## config.mk

```make
export PLATFORM = sky130hd
export DESIGN_NAME = wb_timeout_reg
export DESIGN_NICKNAME = d
export VERILOG_FILES = /design/src/rtl/wb_timeout_reg.sv
export SDC_FILE = /design/constraint.sdc
export NUM_CORES = 1
export LEC_CHECK = 0
export ABC_AREA = 1
export CORE_MARGIN = 5
export CORE_UTILIZATION = 47
export DETAILED_ROUTE_END_ITERATION = 16
export DONT_BUFFER_PORTS = 1
export SETUP_SLACK_MARGIN = 0.1
export SYNTH_ARGS = -nofsm -noshare
export SYNTH_HDL_FRONTEND = slang
export SYNTH_SLANG_ARGS = --single-unit
```

## constraint.sdc

```tcl
create_clock -name clk -period 3.75 [get_ports clk]
set_input_delay 0.5625 -clock clk [delete_from_list [all_inputs] [get_ports clk]]
set_output_delay 0.5625 -clock clk [all_outputs]
set_load 0.02 [all_outputs]
```

## src/rtl/wb_timeout_reg.sv

```systemverilog
// Registered Wishbone classic-cycle slice with a bus watchdog that aborts hung slave
// transfers by returning ERR to the master.
module wb_timeout_reg #(
    parameter int unsigned DATA_WIDTH   = 32,
    parameter int unsigned ADDR_WIDTH   = 32,
    parameter int unsigned SELECT_WIDTH = DATA_WIDTH / 8,
    parameter int unsigned TIMEOUT      = 256,
    parameter int unsigned CNT_WIDTH    = 16
) (
    input  logic                    clk,
    input  logic                    rst,
    input  logic [ADDR_WIDTH-1:0]   wbm_adr_i,
    input  logic [DATA_WIDTH-1:0]   wbm_dat_i,
    output logic [DATA_WIDTH-1:0]   wbm_dat_o,
    input  logic                    wbm_we_i,
    input  logic [SELECT_WIDTH-1:0] wbm_sel_i,
    input  logic                    wbm_stb_i,
    output logic                    wbm_ack_o,
    output logic                    wbm_err_o,
    output logic                    wbm_rty_o,
    input  logic                    wbm_cyc_i,
    output logic [ADDR_WIDTH-1:0]   wbs_adr_o,
    input  logic [DATA_WIDTH-1:0]   wbs_dat_i,
    output logic [DATA_WIDTH-1:0]   wbs_dat_o,
    output logic                    wbs_we_o,
    output logic [SELECT_WIDTH-1:0] wbs_sel_o,
    output logic                    wbs_stb_o,
    input  logic                    wbs_ack_i,
    input  logic                    wbs_err_i,
    input  logic                    wbs_rty_i,
    output logic                    wbs_cyc_o,
    output logic                    timeout_o,
    output logic [CNT_WIDTH-1:0]    timeout_cnt_o
);

    // Watchdog only needs to reach TIMEOUT-1.
    localparam int unsigned WD_WIDTH = (TIMEOUT > 1) ? $clog2(TIMEOUT) : 1;

    typedef enum logic [1:0] {StIdle, StActive, StResp} state_e;

    state_e                  r_state, w_state;
    logic [ADDR_WIDTH-1:0]   r_adr, w_adr;
    logic [DATA_WIDTH-1:0]   r_sdat, w_sdat;
    logic [DATA_WIDTH-1:0]   r_mdat, w_mdat;
    logic [SELECT_WIDTH-1:0] r_sel, w_sel;
    logic                    r_we, w_we;
    logic                    r_cyc, w_cyc;
    logic                    r_stb, w_stb;
    logic                    r_ack, w_ack;
    logic                    r_err, w_err;
    logic                    r_rty, w_rty;
    logic                    r_tout, w_tout;
    logic [CNT_WIDTH-1:0]    r_tcnt, w_tcnt;
    logic [WD_WIDTH-1:0]     r_wdog, w_wdog;
    logic                    w_resp;
    logic                    w_wd_hit;

    assign w_resp   = wbs_ack_i | wbs_err_i | wbs_rty_i;
    assign w_wd_hit = (TIMEOUT != 0) && (r_wdog == WD_WIDTH'(TIMEOUT - 1));

    always_comb begin
        w_state = r_state;
        w_adr   = r_adr;
        w_sdat  = r_sdat;
        w_mdat  = r_mdat;
        w_sel   = r_sel;
        w_we    = r_we;
        w_cyc   = r_cyc;
        w_stb   = r_stb;
        w_ack   = r_ack;
        w_err   = r_err;
        w_rty   = r_rty;
        w_tout  = r_tout;
        w_tcnt  = r_tcnt;
        w_wdog  = r_wdog;
        unique case (r_state)
            StIdle: begin
                if (wbm_cyc_i && wbm_stb_i) begin
                    w_adr   = wbm_adr_i;
                    w_sdat  = wbm_dat_i;
                    w_we    = wbm_we_i;
                    w_sel   = wbm_sel_i;
                    w_cyc   = 1'b1;
                    w_stb   = 1'b1;
                    w_wdog  = '0;
                    w_state = StActive;
                end
            end
            StActive: begin
                // A slave response beats both a master abort and the watchdog.
                if (w_resp) begin
                    w_mdat  = wbs_dat_i;
                    w_ack   = wbs_ack_i;
                    w_err   = wbs_err_i;
                    w_rty   = wbs_rty_i;
                    w_cyc   = 1'b0;
                    w_stb   = 1'b0;
                    w_state = StResp;
                end else if (!wbm_cyc_i) begin
                    w_cyc   = 1'b0;
                    w_stb   = 1'b0;
                    w_state = StIdle;
                end else if (w_wd_hit) begin
                    w_cyc   = 1'b0;
                    w_stb   = 1'b0;
                    w_err   = 1'b1;
                    w_tout  = 1'b1;
                    if (r_tcnt != '1) begin
                        w_tcnt = r_tcnt + CNT_WIDTH'(1);
                    end
                    w_state = StResp;
                end else if (TIMEOUT != 0) begin
                    w_wdog = r_wdog + WD_WIDTH'(1);
                end
            end
            StResp: begin
                w_ack   = 1'b0;
                w_err   = 1'b0;
                w_rty   = 1'b0;
                w_tout  = 1'b0;
                w_state = StIdle;
            end
            default: begin
                w_state = StIdle;
            end
        endcase
    end

    always_ff @(posedge clk or posedge rst) begin
        if (rst) begin
            r_state <= StIdle;
            r_adr   <= '0;
            r_sdat  <= '0;
            r_mdat  <= '0;
            r_sel   <= '0;
            r_we    <= 1'b0;
            r_cyc   <= 1'b0;
            r_stb   <= 1'b0;
            r_ack   <= 1'b0;
            r_err   <= 1'b0;
            r_rty   <= 1'b0;
            r_tout  <= 1'b0;
            r_tcnt  <= '0;
            r_wdog  <= '0;
        end else begin
            r_state <= w_state;
            r_adr   <= w_adr;
            r_sdat  <= w_sdat;
            r_mdat  <= w_mdat;
            r_sel   <= w_sel;
            r_we    <= w_we;
            r_cyc   <= w_cyc;
            r_stb   <= w_stb;
            r_ack   <= w_ack;
            r_err   <= w_err;
            r_rty   <= w_rty;
            r_tout  <= w_tout;
            r_tcnt  <= w_tcnt;
            r_wdog  <= w_wdog;
        end
    end

    assign wbm_dat_o     = r_mdat;
    assign wbm_ack_o     = r_ack;
    assign wbm_err_o     = r_err;
    assign wbm_rty_o     = r_rty;
    assign wbs_adr_o     = r_adr;
    assign wbs_dat_o     = r_sdat;
    assign wbs_we_o      = r_we;
    assign wbs_sel_o     = r_sel;
    assign wbs_stb_o     = r_stb;
    assign wbs_cyc_o     = r_cyc;
    assign timeout_o     = r_tout;
    assign timeout_cnt_o = r_tcnt;

endmodule

```

==> flow_summary.yaml <==
status:
  status: "finished clean"
clocking:
  cts_hold_buf: 0
  cts_made_buffers: 17
  clock_sinks: 132
  clk_path_buf_depth: 2
  cts_setup_buffers: 0
  path_clk_slew_ns: 0.05
  worstSkewPairLatency_ns: 0.41
  ctsResizeCount: 0
  clockRootBuffer: "clkbuf_16"
  cts_tree: "yes"
  htreeDepth: 4
synthesis:
  yosys_warnings: 0
  yosysSeqAreaShare: 0.577
  post-synth-top-count-cell: "nand2_1"
  ys_seq_elements: 132
  avgSynthCellArea_um2: 8.80
  synth_top_cell_by_area: "dfrtp_1"
  yosys-top-cells-area: "dfrtp_1 58%, nand2_1 20%, mux2_2 6.3%"
  synth_flop_cell: "dfrtp_1"
  synth_edf_count: 0
  async_flop_share: 1.00
  syn-num-nets: 765
  synth_commonest_cells: "305 x nand2_1, 132 x dfrtp_1, 36 x inv_1, 34 x nor2_1"
  netlist.area_leader.share: 0.577
  synth.distinct_cells: 25
  netlist_area_um2: 5730
  syn_inst: 651
final_layout:
  n_antenna_cell: 0
  synthToLayoutAreaGrowth_pct: 12.6
  drive_gt1_frac: 0.127
  design_area_um2: 6450
  layout.nets: 764
pwr:
  power_density_nw_per_um2: 900
  p_leak_nw: 3.22
  ir_worst_vdd_mv: 0.551
global_routing:
  grt_pass1_vias: 4274
  grt_pass1_wl_mm: 21.7
  grt.total_usage: 0.190
  antenna_found_initial: 0
  grt_start_max_net_pins: 74
  overflow: 0
placement:
  placed_area_um2: 5850
  portBuffers: 0
  gp_congestion: 0.899
  hpwl_mm: 9.86
sta:
  setup-tns-final_ns: 0
  rsz0062_at_grt: "false"
  hold_violations: 0
  max_freq_ghz: 0.468
  fin_crit_ns: 2.14
  worst_pin_slew_ns: 1.09
  slew_headroom: 0.275
  setup_viol: 0
  fin_crit_sh: 0.569
  clock_skew_ns: 0.00729
  final_max_slew_viol_count: 0
min_path:
  hold_class: "input port to asynchronous set/reset pin"
critical_path:
  crit_path_end_kind: "flip-flop"
  path_common_cell: "buf_4"
  crit_arrival_ns: 2.42
  start_kind: "flip-flop"
  r2r_cells: 6
  critPathKind: "flip-flop to flip-flop"
  cp_slowest_cell: "ha_1"
  path_cells: "inv_1 > ha_1 > buf_4 > nand2_1 > buf_4 > mux2_2"
  r2r_slack_ns: 1.61
  slowest_delay_ns: 0.56
  rr_endpoint: "wbm_dat_o[8]$_DFFE_PP0P_"
  crit_fanout: 33
  crit_required_ns: 4.03
  rr_startpoint: "r_state[1]$_DFFE_PP0P_"
floorplanning:
  core_area_um2: 12000
  design.die.area_um2: 14500
  die_w_um: 120
  ios: 231
  initial_core_util: 0.479
  rows: 40
  die_y_um: 120
detailed_routing:
  via_count: 4174
  wl_per_cell_um: 16.5
  drtAntennaViolNets: 0
  totalWireLength_mm: 13.4
  first_pass_iters: 5
  post_drt_via_cell_ratio: 5.15
  drc_errors: 0
  first_iter_violations: 280
flow_run:
  cap_violations: 0
==> registers in the layout, indices dropped and copies added, names as in the netlist <==
name           count
timeout_cnt_o     16
wbs_we_o           1
r_state            2
wbm_rty_o          1
wbs_dat_o         32
r_wdog             8
timeout_o          1
wbs_sel_o          4
wbm_dat_o         32
wbs_adr_o         32
wbm_err_o          1
wbm_ack_o          1
wbs_stb_o          1
==> cell usage in the layout, fill, tap and decap left out, types with 4 or more instances in the layout <==
| cell | count |
|---|---|
| xor2_1 | 4 |
| nand4_1 | 9 |
| o21ai_0 | 13 |
| nand3_1 | 32 |
| buf_4 | 4 |
| nor2_2 | 4 |
| dfrtp_1 | 132 |
| inv_1 | 35 |
| mux2_2 | 32 |
| nor2_1 | 34 |
| clkbuf_8 | 4 |
| clkbuf_16 | 17 |
| nand2_1 | 305 |
| clkinv_2 | 4 |
| ha_1 | 6 |
==> power breakdown <==
group / switching [mW] / internal (mW)
combinational: 0.576 / 0.437
clock: 0.603 / 1.05
sequential: 1.15 / 1.99
==> worst max-delay path by stage <==
| stage | from | endpoint |
|---|---|---|
| after floorplan | rst | r_state[0]$_DFFE_PP0P_ |
| after detailed placement | r_state[1]$_DFFE_PP0P_ | wbm_dat_o[8]$_DFFE_PP0P_ |
| after global routing | r_state[1]$_DFFE_PP0P_ | r_wdog[1]$_DFFE_PP0P_ |
| final | r_state[1]$_DFFE_PP0P_ | wbm_dat_o[8]$_DFFE_PP0P_ |
| after global placement | r_state[1]$_DFFE_PP0P_ | wbm_dat_o[5]$_DFFE_PP0P_ |
| after CTS | r_state[1]$_DFFE_PP0P_ | wbm_dat_o[8]$_DFFE_PP0P_ |
==> cells by family (layout without fill, tap and decap cells) <==
logic type | count (synthesis) | after routing | share of synthesized area
adder cells (fa/ha/maj) | 6 | 6 | 0.0131
AO/OA/AOI/OAI | 20 | 20 | 0.0179
flip-flops | 132 | 132 | 0.577
buffers and inverters | 64 | 76 | 0.0467
XOR/XNOR | 5 | 5 | 0.00764
multiplexers | 32 | 32 | 0.0629
AND/OR/NAND/NOR | 392 | 392 | 0.275
==> critical path: cells and delay by family, from the launching register on <==
kind | cells | cell delay, ns
DFF | 1 | 0.39
and+or+nand+nor | 1 | 0.07
muxes | 1 | 0.32
adders and majority gates | 1 | 0.56
buffers and inverters | 3 | 0.66
==> stage by stage <==
step / power (mW) / util / cells / hold WS (ns) / setup WS (ns)
finish: 5.81 / 0.539 / 810 / 0.0569 / 1.61
global route: 6.17 / 0.539 / 810 / 0.0793 / 1.34
CTS: 5.89 / 0.539 / 810 / 0.0641 / 1.61
detailed placement: 4.21 / 0.489 / 778 / 0.503 / 1.64
global placement: 4.14 / 0.489 / 778 / 0.487 / 1.71
floorplan: 3.87 / - / 651 / 0.470 / 1.55
==> layout make-up <==
type / instances / area (um^2)
Clock inverter: 11 / 124
Sequential cell: 132 / 3300
Timing Repair Buffer: 5 / 50.0
Clock buffer: 21 / 480
Multi-Input combinational cell: 455 / 2160
Inverter: 39 / 150
Tap cell: 147 / 184
Fill cell: 1066 / 5510
==> layer usage <==
| metal | vias to the layer above | share of wire | global-route usage | routed length (um) |
|---|---|---|---|---|
| li1 | 2033 | - | - | - |
| met1 | 1929 | 0.38 | 0.216 | 5110 |
| met2 | 195 | 0.50 | 0.312 | 6650 |
| met3 | 17 | 0.11 | 0.0940 | 1430 |
| met4 | 0 | 0.014 | 0.0673 | 194 |
| met5 | - | 0 | 0 | 0 |
(Power assumes the default switching activity.)
